### src/rtl/serv_pc_pkg.sv
// Shared constants and elaboration helpers for the serial program-counter unit.
package serv_pc_pkg;

  localparam logic [3:0]  INC2      = 4'd2;
  localparam logic [3:0]  INC4      = 4'd4;
  localparam int unsigned VEC_SHIFT = 2;

  function automatic int unsigned num_steps(input int unsigned w);
    return 32 / w;
  endfunction

  function automatic int unsigned step_width(input int unsigned w);
    return (w >= 32) ? 1 : $clog2(32 / w);
  endfunction

  function automatic bit legal_w(input int unsigned w);
    return (w == 1) || (w == 2) || (w == 4) || (w == 8) || (w == 16) || (w == 32);
  endfunction

endpackage

### src/rtl/serv_pc_unit_ser_add.sv
// W-bit slice of a ripple-serial adder; the carry travels between slices in a register.
module serv_ser_add #(
  parameter int unsigned W = 1
) (
  input  logic         clk,
  input  logic         rst_n,
  input  logic         en,
  input  logic         clr,
  input  logic [W-1:0] a,
  input  logic [W-1:0] b,
  output logic [W-1:0] sum
);

  logic         carry;
  logic [W:0]   total;

  // Step 0 ignores the stored carry so a previous update never leaks in.
  assign total = {1'b0, a} + {1'b0, b} + {{W{1'b0}}, (clr ? 1'b0 : carry)};
  assign sum   = total[W-1:0];

  always_ff @(posedge clk) begin
    if (!rst_n) begin
      carry <= 1'b0;
    end else if (en) begin
      carry <= total[W];
    end
  end

endmodule

### src/rtl/serv_pc_unit.sv
// Slice-serial program counter: next PC, jump/trap targets and rd value for jal/jalr/auipc/lui.
module serv_pc_unit
  import serv_pc_pkg::*;
#(
  parameter int unsigned W        = 1,
  parameter logic [31:0] RESET_PC = 32'h0000_0000,
  parameter int unsigned WITH_CSR = 1,
  parameter int unsigned WITH_C   = 0,
  parameter int unsigned VECTORED = 0
) (
  input  logic         clk,
  input  logic         i_rst_n,
  input  logic         i_pc_en,
  input  logic         i_jump,
  input  logic         i_jal_or_jalr,
  input  logic         i_utype,
  input  logic         i_pc_rel,
  input  logic         i_trap,
  input  logic         i_irq,
  input  logic [4:0]   i_cause,
  input  logic         i_iscomp,
  input  logic [W-1:0] i_imm,
  input  logic [W-1:0] i_buf,
  input  logic [W-1:0] i_csr_pc,
  output logic [W-1:0] o_rd,
  output logic [W-1:0] o_bad_pc,
  output logic         o_misalign,
  output logic         o_done,
  output logic [31:0]  o_ibus_adr
);

  localparam int unsigned NSTEPS = num_steps(W);
  localparam int unsigned SW     = step_width(W);

  if (!legal_w(W)) begin : g_bad_w
    $error("serv_pc_unit: W must be 1, 2, 4, 8, 16 or 32");
  end

  logic [SW-1:0]  step;
  logic           cnt0;
  logic           last;
  logic [5:0]     base;
  logic [5:0]     pa;
  logic [5:0]     pb;
  logic [3:0]     inc;
  logic [7:0]     cause_sh;
  logic           trap_en;
  logic [W-1:0]   pc;
  logic [W-1:0]   inc_slice;
  logic [W-1:0]   off_a;
  logic [W-1:0]   off_b;
  logic [W-1:0]   csr_slice;
  logic [W-1:0]   vec_add;
  logic [W-1:0]   pc_plus;
  logic [W-1:0]   off_sum;
  logic [W-1:0]   vec_sum;
  logic [W-1:0]   aligned;
  logic [W-1:0]   new_pc;
  logic           mis_now;
  logic           mis_slice;
  logic           mis_hold;
  logic [W+31:0]  wide;
  logic [31:0]    next_adr;

  assign pc      = o_ibus_adr[W-1:0];
  assign cnt0    = (step == '0);
  assign last    = (step == SW'(NSTEPS - 1));
  assign base    = 6'(step) * 6'(W);
  assign trap_en = (WITH_CSR != 0) && i_trap;
  assign o_done  = i_pc_en && last;

  // Every constant operand is placed by absolute bit position (base + j), so any W works.
  always_comb begin
    inc       = ((WITH_C != 0) && i_iscomp) ? INC2 : INC4;
    cause_sh  = ((VECTORED != 0) && i_irq) ? (8'(i_cause) << VEC_SHIFT) : '0;
    pa        = '0;
    inc_slice = '0;
    off_b     = '0;
    csr_slice = '0;
    vec_add   = '0;
    for (int unsigned j = 0; j < W; j++) begin
      pa           = base + 6'(j);
      inc_slice[j] = (pa < 6'd4) && inc[pa[1:0]];
      off_b[j]     = i_utype ? ((pa >= 6'd12) && i_imm[j]) : i_buf[j];
      csr_slice[j] = (pa >= 6'(VEC_SHIFT)) && i_csr_pc[j];
      vec_add[j]   = (pa < 6'd8) && cause_sh[pa[2:0]];
    end
    off_a = i_pc_rel ? pc : '0;
  end

  serv_ser_add #(.W(W)) u_pc_add (
    .clk(clk), .rst_n(i_rst_n), .en(i_pc_en), .clr(cnt0),
    .a(pc), .b(inc_slice), .sum(pc_plus)
  );

  serv_ser_add #(.W(W)) u_off_add (
    .clk(clk), .rst_n(i_rst_n), .en(i_pc_en), .clr(cnt0),
    .a(off_a), .b(off_b), .sum(off_sum)
  );

  serv_ser_add #(.W(W)) u_vec_add (
    .clk(clk), .rst_n(i_rst_n), .en(i_pc_en), .clr(cnt0),
    .a(csr_slice), .b(vec_add), .sum(vec_sum)
  );

  always_comb begin
    aligned   = off_sum;
    mis_now   = 1'b0;
    mis_slice = 1'b0;
    pb        = '0;
    for (int unsigned j = 0; j < W; j++) begin
      pb = base + 6'(j);
      if (pb == 6'd0) aligned[j] = 1'b0;
      if (pb == 6'd1) begin
        mis_slice = 1'b1;
        mis_now   = off_sum[j] && i_jump && (WITH_C == 0);
      end
    end
  end

  assign new_pc   = trap_en ? vec_sum : (i_jump ? aligned : pc_plus);
  assign o_rd     = (i_utype ? aligned : '0) | (i_jal_or_jalr ? pc_plus : '0);
  assign o_bad_pc = aligned;

  // Widened concatenation keeps the shift legal for W=32 as well.
  assign wide     = {new_pc, o_ibus_adr};
  assign next_adr = wide[W +: 32];

  always_ff @(posedge clk) begin
    if (!i_rst_n) begin
      o_ibus_adr <= RESET_PC;
      step       <= '0;
      mis_hold   <= 1'b0;
      o_misalign <= 1'b0;
    end else if (i_pc_en) begin
      o_ibus_adr <= next_adr;
      step       <= last ? '0 : step + 1'b1;
      if (mis_slice) mis_hold <= mis_now;
      if (last) begin
        o_misalign <= mis_slice ? mis_now : mis_hold;
      end else if (cnt0) begin
        o_misalign <= 1'b0;
      end
    end
  end

endmodule

### config.mk
export PLATFORM = sky130hd
export DESIGN_NAME = serv_pc_unit
export DESIGN_NICKNAME = d
export VERILOG_FILES = /design/src/rtl/serv_pc_pkg.sv /design/src/rtl/serv_pc_unit_ser_add.sv /design/src/rtl/serv_pc_unit.sv
export SDC_FILE = /design/constraint.sdc
export NUM_CORES = 1
export LEC_CHECK = 0
export BUFFER_PORTS_ARGS = -buffer_cell sky130_fd_sc_hd__buf_4
export CORE_MARGIN = 5
export CORE_UTILIZATION = 51
export CTS_CLUSTER_DIAMETER = 50
export DETAILED_ROUTE_END_ITERATION = 16
export GPL_TIMING_DRIVEN = 0
export PLACE_DENSITY_LB_ADDON = 0.12
export SLEW_MARGIN = 10
export SYNTH_ARGS = -nofsm -noshare
export SYNTH_HDL_FRONTEND = slang
export SYNTH_SLANG_ARGS = --single-unit
### constraint.sdc
create_clock -name clk -period 3.2 [get_ports clk]
set_input_delay 0.16 -clock clk [delete_from_list [all_inputs] [get_ports clk]]
set_output_delay 0.16 -clock clk [all_outputs]
set_load 0.02 [all_outputs]
Word-level counts from Yosys, hierarchy flattened
Memory sizes are Yosys's and may differ from the RTL's. A register that Yosys moved wholly into a read port is not among the register bits.
Cells that the tools add are included.
- bits in registers: 42
- memory bits (read-only): 8
- bits of input ports: 18
- output and inout bits: 36
- logic and storage cells: 55
- memories kept: 1
- add/subtract/negate cells: 7
- magnitude comparators: 6
- equality and inequality tests: 2
- mux-type cells: 21
- bitwise logic cells: 1
- reductions and logical operators: 10
- memories (memory ; depth ; width ; rd ports ; clocked after Yosys merged registers in ; wr ports ; RTL line ; text):
    (no name shown) ; 8 ; 1 ; 1 ; 1 ; 0 ; serv_pc_unit.sv:86 ; vec_add[j] = (pa < 6'd8) && cause_sh[pa[2:0]];
- operators by type and width (operator ; count):
    $mux 1 ; 17
    $add 1x1->2 ; 3
    $add 2x1->2 ; 3
    $logic_and 1x1->1 ; 6
    $logic_not 6->1 ; 1
    $mux 3 ; 2
    $add 5x1->5 const B ; 1
    $eq 5x1->1 const B ; 1
    $eq 5x5->1 const B ; 1
    $ge 5x2->1 const B ; 1
    $ge 5x4->1 const B ; 1
    $logic_not 5->1 ; 1
    $lt 5x3->1 const B ; 1
    $lt 5x4->1 const B ; 1
    $mux 5 ; 1
    $lt 3x4->1 const B ; 1
    $lt 2x3->1 const B ; 1
    $bmux 1 s2 ; 1
    $reduce_and 2->1 ; 1
    $reduce_bool 2->1 ; 1
    $or 1x1->1 ; 1

Depth between registers and ports, before layout
Gate-level depths: netlist (run 1).
- word-level depth: 9
- depth in mapped cells: 8
- gate-level depth less buffers: 8

By module
A second synthesis (run 1) with hierarchy kept.
- cells, all modules: 181
- area total of the unflattened synthesis: 1953.1 um^2
- modules (own cells, without submodules) (module ; instances ; cells each ; area each (um^2) ; seq. area each (um^2)):
    serv_pc_unit ; 1 ; 166 ; 1765.4 ; 780.7
    serv_ser_add ; 3 ; 5 ; 62.6 ; 20.0

Worst setup path after synthesis (run 1)
No wires, ideal clock.
- path type: reg-to-output
- start point: register step[0]
- end point: output o_rd
- arrival time: 2210 ps
- required time: 3040 ps
- path slack: 830 ps
- cell stages (with the launch flop): 8
- buffers on the path: 0
- path through: dfxtp_1 -> inv_1 -> ha_1 -> or4b_4 -> and2_2 -> fa_1 -> and2_4 -> a22o_1
- cells in the longest elaborated chain, start to end: 8
- elaborated cells on any way between the ends: 19
- classes of those cells: add/sub (4); order compare (2); mux (8); bitwise (1); reduce/logical (4)
- ends and longest elaborated chain (item ; RTL line ; text):
    from (decl) ; serv_pc_unit.sv:39 ; logic [SW-1:0] step;
    from (signal assigned) ; serv_pc_unit.sv:137 ; step <= last ? '0 : step + 1'b1;
    $ge 5x4->1 ; serv_pc_unit.sv:84 ; off_b[j] = i_utype ? ((pa >= 6'd12) && i_imm[j]) : i_buf[j];
    $logic_and 1x1->1 ; serv_pc_unit.sv:84 ;
    $mux 1 ; serv_pc_unit.sv:84 ;
    $add 1x1->2 ; serv_pc_unit_ser_add.sv:18 ; assign total = {1'b0, a} + {1'b0, b} + {{W{1'b0}}, (clr ? 1'b0 : carry)};
    $add 2x1->2 ; serv_pc_unit_ser_add.sv:18 ;
    $mux 1 (*) ; serv_pc_unit.sv:113 ; if (pb == 6'd0) aligned[j] = 1'b0;
    net o_bad_pc ; serv_pc_unit.sv:26 ; output logic [W-1:0] o_bad_pc,
    $mux 1 (*) ; serv_pc_unit.sv:122 ; assign o_rd = (i_utype ? aligned : '0) | (i_jal_or_jalr ? pc_plus : '0);
    $or 1x1->1 (*) ; serv_pc_unit.sv:122 ;
    to (decl) ; serv_pc_unit.sv:25 ; output logic [W-1:0] o_rd,
Mark *: on every way through the listed nets, which the timed path passes. The rest lies on a longest branch. The select of a mux whose other input is x is not followed.

Worst setup path in the final report (run 1)
- start point: register step[1]
- end point: output o_rd
- cells in the longest elaborated chain, start to end: 8
- elaborated cells on any way between the ends: 19
- classes of those cells: add/sub (4); order compare (2); mux (8); bitwise (1); reduce/logical (4)
- ends and longest elaborated chain (item ; RTL line):
    $ge 5x4->1 ; serv_pc_unit.sv:84
    $logic_and 1x1->1 ; serv_pc_unit.sv:84
    $mux 1 ; serv_pc_unit.sv:84
    $add 1x1->2 ; serv_pc_unit_ser_add.sv:18
    $add 2x1->2 ; serv_pc_unit_ser_add.sv:18
    $mux 1 ; serv_pc_unit.sv:113
    $mux 1 ; serv_pc_unit.sv:122
    $or 1x1->1 (*) ; serv_pc_unit.sv:122
Mark *: on every way between the ends. The rest lies on a longest branch, timed or not. The select of a mux whose other input is x is not followed.

==> flow_metrics.env, run 1 <==
export IMPL_drc=0
export IMPL_p_sw_mw=0.211
export IMPL_yosysTopAreaCell="dfxtp_1"
export IMPL_grt_pass1_wl_um=6330
export IMPL_multi_input_area_um2=988
export IMPL_clock_sinks=42
export IMPL_ir_drop_mv=0.285
export IMPL_clkTransAtPathRegs_ns=0.07
export IMPL_grt_overflow=0
export IMPL_status="complete, no violations"
export IMPL_worstPathCellList="inv_1 -> ha_1 -> or4b_4 -> and2_2 -> fa_1 -> and2_4 -> a22o_1 -> buf_4"
export IMPL_dieArea_um2=5050
export IMPL_port_buffers=45
export IMPL_antenna_cells=0
export IMPL_synth_main_ff_cell="dfxtp_1"
export IMPL_wl_per_cell_um=13.5
export IMPL_synth_async_reset_ratio=0
export IMPL_track_usage=0.156
export IMPL_syn2layout_area_growth_pct=26.9
export IMPL_die_h_um=71.0
export IMPL_power_mw=1.03
export IMPL_start_kind="flip-flop"
export IMPL_die_w_um=71.0
export IMPL_grt_max_degree=13
export IMPL_crit_family="simple AND/OR/NAND/NOR gates"
export IMPL_cts_setup_buffers=0
export IMPL_cellInternalPower_mw=0.818
export IMPL_yosysUniqueCellTypes=36
export IMPL_antenna_found_initial=0
export IMPL_hold_viol=0
export IMPL_start_util=0.523
export IMPL_final_common_cell="buf_4"
export IMPL_synth_edf_count=0
export IMPL_cp_buffers_inverters=2
export IMPL_ff_latch_area_um2=841
export IMPL_cp_slowest_stage_delay_ns=0.53
export IMPL_viasPerCell=4.98
export IMPL_num_vias=1390
export IMPL_ys_seq_area_frac=0.442
export IMPL_max_freq_ghz=0.345
export IMPL_holdCritStartpoint="i_rst_n"
export IMPL_synth_cells=179
export IMPL_timing_slew_headroom=0.632
export IMPL_fp_row_count=22
export IMPL_grt_pass1_vias=1380
export IMPL_initialDrtViolationCount=55
export IMPL_crit_start="step[1]"
export IMPL_core_region_area_um2=3630
export IMPL_clkPwrFrac=0.401
export IMPL_final_cells=279
export IMPL_min_period_over_period=0.906
export IMPL_ys_warn_count=0
export IMPL_syn_area_um2=1900
export IMPL_cpMaxStageDelayCell="fa_1"
export IMPL_cts_buffer_depth=2
export IMPL_endpoint_kind="output pin"
export IMPL_power_leakage_nw=1.10
export IMPL_switching_share=0.205
export IMPL_fin_crit_ns=2.90
export IMPL_post_route_util=0.664
export IMPL_placed_cells=272
export IMPL_ant_nets=0
export IMPL_rsz0062_at_grt="no"
export IMPL_root_buffer="clkbuf_8"
export IMPL_avgSynthCellArea_um2=10.6
export IMPL_worst_pin_slew_ns=0.545
export IMPL_drive_above_1_share=0.290
export IMPL_hpwl_um=2920
export IMPL_mostFrequentLayoutCells="buf_4 (47), dfxtp_1 (42), nor2b_1 (37)"
export IMPL_cts_tree="built"
export IMPL_cts_hold_buf=0
export IMPL_gp_congestion=0.834
export IMPL_drv_slew=0
export IMPL_cts_resized=0
export IMPL_synth_top_cell_area_share=0.442
export IMPL_io_pins=54
export IMPL_tns_ns=0
export IMPL_worstPathArrival_ns=2.74
export IMPL_skew_ns=0.00279
export IMPL_routed_wl_um=3770
export IMPL_path_class="reg2out"
export IMPL_combinationalPowerShare=0.082
export IMPL_final_nets=257
export IMPL_required_ns=3.04
export IMPL_clkLatencyLatePin_ns=0.28
export IMPL_synthTopCellsByArea="dfxtp_1 (44%), mux2i_1 (19%), nor2b_1 (12%)"
export IMPL_hold_ws_ns=0.179
export IMPL_seq_power_share=0.516
export IMPL_crit_path_max_fanout=5
export IMPL_fillers=308
export IMPL_firstDrtPassIters=4
export IMPL_ctsHtreeMaxLevel=2
export IMPL_r2r_start="step[1]"
export IMPL_min_path_type="in2reg"
export IMPL_ys_seq_elements=42
export IMPL_cts_buffers=5
export IMPL_synth_nets=205
export IMPL_cap_violations=0
export IMPL_powerDensity_nw_per_um2=427
export IMPL_setup_viol=0
==> flip-flops by register name, summed over array words and instances (netlist names) <==
name and count:
o_ibus_adr 32, step 5, mis_hold 1, o_misalign 1, u_off_add.carry 1, u_pc_add.carry 1, u_vec_add.carry 1
==> power by group through the flow <==
stage	registers (mW)	logic, mW	clock network, mW
4_1_cts	0.531	0.0850	0.425
6_report	0.531	0.0848	0.413
3_5_place_dp	0.543	0.0844	0
5_1_grt	0.532	0.0920	0.447
3_3_place_gp	0.543	0.0823	0
2_1_floorplan	0.544	0.0556	0
==> synth_stat cells (all sizes together), types with 2 or more instances <==
cell / instances
nor2b: 37
mux2i: 36
and3: 2
a21oi: 2
o21a: 2
dfxtp: 42
inv: 5
buf: 5
nand3: 2
nand2: 2
fa: 2
clkbuf: 6
nand4: 2
nor2: 2
o21ai: 4
and2: 6
a21boi: 2
ha: 6
==> final cells by class <==
type,count,area share
plain buffers,11,0.0218
clock buffers,6,0.0343
clock inverters,1,0.0125
inverters,5,0.00778
multi-input cells,121,0.410
flip-flops and latches,42,0.349
well taps,48,0.0249
repair buffers,45,0.140
==> worst min-delay path, cell delays in order <==
cell and delay [ns]:
buf_4 0.13, o21ai_0 0.07, a31oi_1 0.05
==> per-layer routing <==
metal  vias up  GRT usage  wire length (µm)
met5         -          0                 0
met4         0     0.0438                29
met3         4     0.0526               209
met2        38      0.273              1900
met1       640      0.182              1630
li1        708          -                 -
==> final timing paths <==
check	endpoint	slack [ns]	cells after the start
max	o_rd	0.30	8
min	o_ibus_adr[31]	0.18	3
max reg2reg	o_misalign	0.60	8
min reg2reg	u_off_add.carry	0.51	2
==> through the flow <==
stage	cell area [µm²]	setup slack, ns
after global placement	2300	0.691
after floorplan	1900	0.830
after global routing	2410	0.209
final	2410	0.299
after CTS	2410	0.305
after detailed placement	2300	0.619
==> cell families (layout without fill, tap and decap cells) <==
| kind of cell | Yosys count | after routing | synth area share |
|---|---|---|---|
| xor gates and xnor gates | 1 | 1 | 0.00461 |
| and+or+nand+nor | 61 | 61 | 0.211 |
| buffers and inverters | 16 | 68 | 0.0375 |
| adders and majority gates | 8 | 8 | 0.0606 |
| AOI/OAI and AO/OA | 14 | 14 | 0.0481 |
| DFF | 42 | 42 | 0.442 |
| muxes | 37 | 37 | 0.196 |
No activity file was read; power rests on OpenSTA's default activity.
==> inputs of run 2 (changes only) <==
--- a/config.mk
+++ b/config.mk
@@ -7,7 +7,7 @@
 export LEC_CHECK = 0
 export BUFFER_PORTS_ARGS = -buffer_cell sky130_fd_sc_hd__buf_4
 export CORE_MARGIN = 5
-export CORE_UTILIZATION = 51
+export CORE_UTILIZATION = 55
 export CTS_CLUSTER_DIAMETER = 50
 export DETAILED_ROUTE_END_ITERATION = 16
 export GPL_TIMING_DRIVEN = 0
==> constraint.sdc (replaced) <==
create_clock -name clk -period 3.7 [get_ports clk]
set_input_delay 0.185 -clock clk [delete_from_list [all_inputs] [get_ports clk]]
set_output_delay 0.185 -clock clk [all_outputs]
set_load 0.02 [all_outputs]
==> flow_metrics.env, run 2 (same netlist as run 1, synthesis figures left out) <==
export IMPL_firstDrtPassIters=4
export IMPL_reg2reg_slack_ns=1.08
export IMPL_antenna_found_initial=0
export IMPL_drive_above_1_share=0.281
export IMPL_cts_setup_buffers=0
export IMPL_ant_nets=0
export IMPL_hold_path_depth=2
export IMPL_io_pins=54
export IMPL_min_period_over_period=0.802
export IMPL_start_kind="flip-flop"
export IMPL_timing_slew_headroom=0.639
export IMPL_cp_slowest_stage_delay_ns=0.53
export IMPL_root_buffer="clkbuf_4"
export IMPL_final_common_cell="buf_4"
export IMPL_num_vias=1432
export IMPL_port_buffers=45
export IMPL_tns_ns=0
export IMPL_fp_row_count=21
export IMPL_combinationalPowerShare=0.100
export IMPL_rr_worst_depth=8
export IMPL_core_region_area_um2=3340
export IMPL_drv_slew=0
export IMPL_crit_family="simple AND/OR/NAND/NOR gates"
export IMPL_cts_hold_buf=0
export IMPL_cellInternalPower_mw=0.564
export IMPL_grt_max_degree=12
export IMPL_rsz0062_at_grt="no"
export IMPL_grt_pass1_wl_um=6470
export IMPL_path_class="reg2out"
export IMPL_largest_reg_flops=32
export IMPL_die_w_um=68.8
export IMPL_ctsHtreeMaxLevel=2
export IMPL_endpoint_kind="output pin"
export IMPL_mostFrequentLayoutCells="buf_4 (47), dfxtp_1 (42), nor2b_1 (37)"
export IMPL_power_leakage_nw=1.07
export IMPL_reg_largest_list="o_ibus_adr (32), step (5)"
export IMPL_gp_congestion=0.803
export IMPL_p_sw_mw=0.174
export IMPL_fin_crit_ns=2.97
export IMPL_ir_drop_mv=0.205
export IMPL_clock_sinks=42
export IMPL_wl_per_cell_um=14.1
export IMPL_cts_tree="built"
export IMPL_track_usage=0.186
export IMPL_grt_pass1_vias=1419
export IMPL_crit_cells=8
export IMPL_antenna_cells=0
export IMPL_hold_viol=0
export IMPL_worstPathArrival_ns=2.78
export IMPL_seq_power_share=0.622
export IMPL_viasPerCell=5.17
export IMPL_clkTransAtPathRegs_ns=0.11
export IMPL_worstPathCellList="inv_1 -> ha_1 -> or4b_4 -> and2_2 -> fa_1 -> and2_4 -> a22o_1 -> buf_4"
export IMPL_clkLatencyLatePin_ns=0.34
export IMPL_setup_viol=0
export IMPL_cts_buffer_depth=2
export IMPL_min_path_type="in2reg"
export IMPL_status="complete, no violations"
export IMPL_dieArea_um2=4730
export IMPL_cpMaxStageDelayCell="fa_1"
export IMPL_worst_pin_slew_ns=0.534
export IMPL_required_ns=3.51
export IMPL_grt_overflow=0
export IMPL_cts_resized=0
export IMPL_skew_ns=0.00617
export IMPL_routed_wl_um=3900
export IMPL_hpwl_um=2970
export IMPL_cts_buffers=5
export IMPL_syn2layout_area_growth_pct=23.2
export IMPL_powerDensity_nw_per_um2=315
export IMPL_die_h_um=68.8
export IMPL_hold_ws_ns=0.139
export IMPL_initialDrtViolationCount=75
export IMPL_switching_share=0.236
export IMPL_start_util=0.570
export IMPL_cp_buffers_inverters=2
export IMPL_max_freq_ghz=0.337
export IMPL_drc=0
export IMPL_regMostFlops="o_ibus_adr"
export IMPL_clkPwrFrac=0.278
export IMPL_crit_path_max_fanout=6
export IMPL_cap_violations=0
export IMPL_final_nets=257
-- run 2: cell count changes in the layout (fill, tap and decap cells not counted) --
cell,delta
clkbuf_8,-6
clkbuf_4,+5
bufinv_16,-1
clkbuf_1,+2
-- run 2: final timing paths --
| check | start | to |
|---|---|---|
| max | step[0] | o_rd |
| min | i_rst_n | o_misalign |
| max reg2reg | step[0] | o_misalign |
| min reg2reg | u_pc_add.carry | u_pc_add.carry |
-- run 2: power by group through the flow --
| stage | Combinational, mW | Clock [mW] | Sequential (mW) |
|---|---|---|---|
| 5_1_grt | 0.0804 | 0.233 | 0.460 |
| 3_5_place_dp | 0.0732 | 0 | 0.470 |
| 2_1_floorplan | 0.0481 | 0 | 0.470 |
| 4_1_cts | 0.0738 | 0.212 | 0.459 |
| 3_3_place_gp | 0.0704 | 0 | 0.469 |
| 6_report | 0.0738 | 0.205 | 0.459 |
-- run 2: cell type report --
type | instances | area [µm²]
sequential | 42 | 841
multi-input combinational | 121 | 988
tap | 46 | 57.6
inverter | 5 | 18.8
timing repair buffer | 45 | 338
fill | 275 | 996
buffer | 11 | 52.6
clock buffer | 7 | 45.0
-- run 2: through the flow --
step | total power [mW] | util | std cells | area, µm² | setup slack, ns
floorplan | 0.518 | - | 179 | 1900 | 1.30
global placement | 0.540 | 0.688 | 270 | 2300 | 1.19
detailed placement | 0.543 | 0.688 | 270 | 2300 | 1.13
CTS | 0.745 | 0.702 | 277 | 2340 | 0.731
global route | 0.774 | 0.702 | 277 | 2340 | 0.589
finish | 0.738 | 0.702 | 277 | 2340 | 0.731
-- run 2: routing by layer --
metal | vias to the layer above | track usage | routed length [µm]
li1 | 707 | - | -
met1 | 688 | 0.222 | 1670
met2 | 32 | 0.321 | 1960
met3 | 5 | 0.0551 | 221
met4 | 0 | 0.0560 | 42
met5 | - | 0 | 0
==> inputs of run 3 (changes only) <==
--- a/config.mk
+++ b/config.mk
@@ -7,7 +7,7 @@
 export LEC_CHECK = 0
 export BUFFER_PORTS_ARGS = -buffer_cell sky130_fd_sc_hd__buf_4
 export CORE_MARGIN = 5
-export CORE_UTILIZATION = 55
+export CORE_UTILIZATION = 46
 export CTS_CLUSTER_DIAMETER = 50
 export DETAILED_ROUTE_END_ITERATION = 16
 export GPL_TIMING_DRIVEN = 0
==> constraint.sdc (replaced) <==
create_clock -name clk -period 2.7 [get_ports clk]
set_input_delay 0.135 -clock clk [delete_from_list [all_inputs] [get_ports clk]]
set_output_delay 0.135 -clock clk [all_outputs]
set_load 0.02 [all_outputs]
==> flow_metrics.env, run 3 (same netlist as run 1, synthesis figures left out) <==
export IMPL_fp_row_count=23
export IMPL_cap_violations=0
export IMPL_wl_per_cell_um=14.3
export IMPL_tns_ns=0
export IMPL_min_period_over_period=0.974
export IMPL_endpoint_kind="output pin"
export IMPL_final_common_cell="buf_4"
export IMPL_reg_largest_list="o_ibus_adr (32), step (5)"
export IMPL_gr_usage_met3=0.0500
export IMPL_die_w_um=74.3
export IMPL_syn2layout_area_growth_pct=32.0
export IMPL_path_class="reg2out"
export IMPL_hold_path_depth=2
export IMPL_gp_congestion=0.804
export IMPL_clock_sinks=42
export IMPL_ctsHtreeMaxLevel=2
export IMPL_start_kind="flip-flop"
export IMPL_regMostFlops="o_ibus_adr"
export IMPL_combinationalPowerShare=0.086
export IMPL_cp_slowest_stage_delay_ns=0.54
export IMPL_cts_buffers=5
export IMPL_drv_slew=0
export IMPL_dieArea_um2=5520
export IMPL_skew_ns=0.00478
export IMPL_holdCritStartpoint="i_rst_n"
export IMPL_clkTransAtPathRegs_ns=0.08
export IMPL_grt_overflow=0
export IMPL_firstDrtPassIters=4
export IMPL_r2r_start="step[0]"
export IMPL_start_util=0.475
export IMPL_reg2reg_slack_ns=0.20
export IMPL_port_buffers=45
export IMPL_crit_path_max_fanout=5
export IMPL_die_h_um=74.3
export IMPL_p_sw_mw=0.274
export IMPL_cellInternalPower_mw=1.08
export IMPL_hold_path_end="o_misalign"
export IMPL_max_freq_ghz=0.380
export IMPL_status="complete, no violations"
export IMPL_mostFrequentLayoutCells="buf_4 (51), dfxtp_1 (40), nor2b_1 (37)"
export IMPL_hold_viol=0
export IMPL_powerDensity_nw_per_um2=538
export IMPL_drive_above_1_share=0.333
export IMPL_fin_crit_ns=2.63
export IMPL_clkLatencyLatePin_ns=0.30
export IMPL_largest_reg_flops=32
export IMPL_post_place_ws_ns=0.136
export IMPL_viasPerCell=5.05
export IMPL_crit_family="simple AND/OR/NAND/NOR gates"
export IMPL_final_nets=262
export IMPL_core_region_area_um2=4000
export IMPL_setup_viol=0
export IMPL_use_met2=0.255
export IMPL_min_path_type="in2reg"
export IMPL_crit_cells=8
export IMPL_root_buffer="clkbuf_8"
export IMPL_grt_pass1_wl_um=6820
export IMPL_antenna_found_initial=0
export IMPL_initialDrtViolationCount=69
export IMPL_grt_max_degree=14
export IMPL_grt_pass1_vias=1469
export IMPL_ant_nets=0
export IMPL_routed_wl_um=4090
export IMPL_worstPathCellList="inv_2 -> ha_4 -> or4b_4 -> and2_4 -> fa_2 -> and2_4 -> a22o_1 -> buf_6"
export IMPL_rr_worst_depth=9
export IMPL_worstPathArrival_ns=2.50
export IMPL_cp_common_cell="and2_4"
export IMPL_fillers=364
export IMPL_clkPwrFrac=0.450
export IMPL_power_leakage_nw=1.14
export IMPL_setup_ws_ns=0.0695
export IMPL_io_pins=54
export IMPL_ff_latch_area_um2=848
export IMPL_seq_power_share=0.465
export IMPL_cp_buffers_inverters=2
export IMPL_ir_drop_mv=0.301
export IMPL_use_met1=0.206
export IMPL_worst_pin_slew_ns=0.526
export IMPL_multi_input_area_um2=1000
export IMPL_track_usage=0.161
export IMPL_drc=0
export IMPL_hpwl_um=3000
export IMPL_timing_slew_headroom=0.645
export IMPL_switching_share=0.203
export IMPL_cpMaxStageDelayCell="fa_2"
export IMPL_antenna_cells=0
export IMPL_reg2reg_to="o_misalign"
export IMPL_num_vias=1449
export IMPL_busiest_layer="met2"
export IMPL_hold_ws_ns=0.143
export IMPL_cts_buffer_depth=2
export IMPL_cts_tree="built"
export IMPL_required_ns=2.57
run 3: changes by cell type in the layout (fill, tap and decap cells not counted), moves of 2 or more:
cell	before	now
buf_4	47	51
clkbuf_4	5	0
dfxtp_1	42	40
dfxtp_4	0	2
clkbuf_8	0	6
inv_1	5	3
clkbuf_1	8	6
bufinv_16	0	2
inv_2	0	2
run 3: area by class of cell:
class | instances | share of cell area
multi-input cells | 121 | 0.400
flip-flops and latches | 42 | 0.338
repair buffers | 50 | 0.151
clock buffers | 6 | 0.0329
well taps | 50 | 0.0249
clock inverters | 2 | 0.0239
plain buffers | 11 | 0.0209
inverters | 5 | 0.00748
run 3: how the worst max path moves through the flow:
stage | from | to | slack, ns
floorplan | step[0] | o_rd | 0.35
global placement | step[0] | o_misalign | 0.22
detailed placement | step[0] | o_misalign | 0.14
CTS | step[1] | o_rd | 0.0007
global route | step[0] | o_rd | -0.001
finish | step[0] | o_rd | 0.07
run 3: repair_timing:
item,CTS,global route
buffers inserted,1,4
hold buffers,0,0
resized for setup,6,5
pin swaps,1,3
endpoints found under the setup margin,2,2
run 3: routing by layer:
metal  part of all wire  vias up
li1                   -      718
met1               0.43      680
met2               0.48       43
met3              0.070        8
met4              0.019        0
met5                  0        -
run 3: power by group through the flow:
stage / Combinational [mW] / Sequential [mW] / Clock [mW]
finish: 0.116 / 0.628 / 0.608
global route: 0.124 / 0.628 / 0.647
global placement: 0.0981 / 0.643 / 0
floorplan: 0.0659 / 0.644 / 0
CTS: 0.103 / 0.629 / 0.625
detailed placement: 0.101 / 0.643 / 0
run 3: per-stage QoR:
| stage | area (µm²) | std cells | power, mW | util |
|---|---|---|---|---|
| 2_1_floorplan | 1900 | 179 | 0.710 | - |
| 3_3_place_gp | 2300 | 274 | 0.741 | 0.575 |
| 3_5_place_dp | 2300 | 274 | 0.745 | 0.575 |
| 4_1_cts | 2460 | 283 | 1.36 | 0.615 |
| 5_1_grt | 2510 | 287 | 1.40 | 0.627 |
| 6_report | 2510 | 287 | 1.35 | 0.627 |
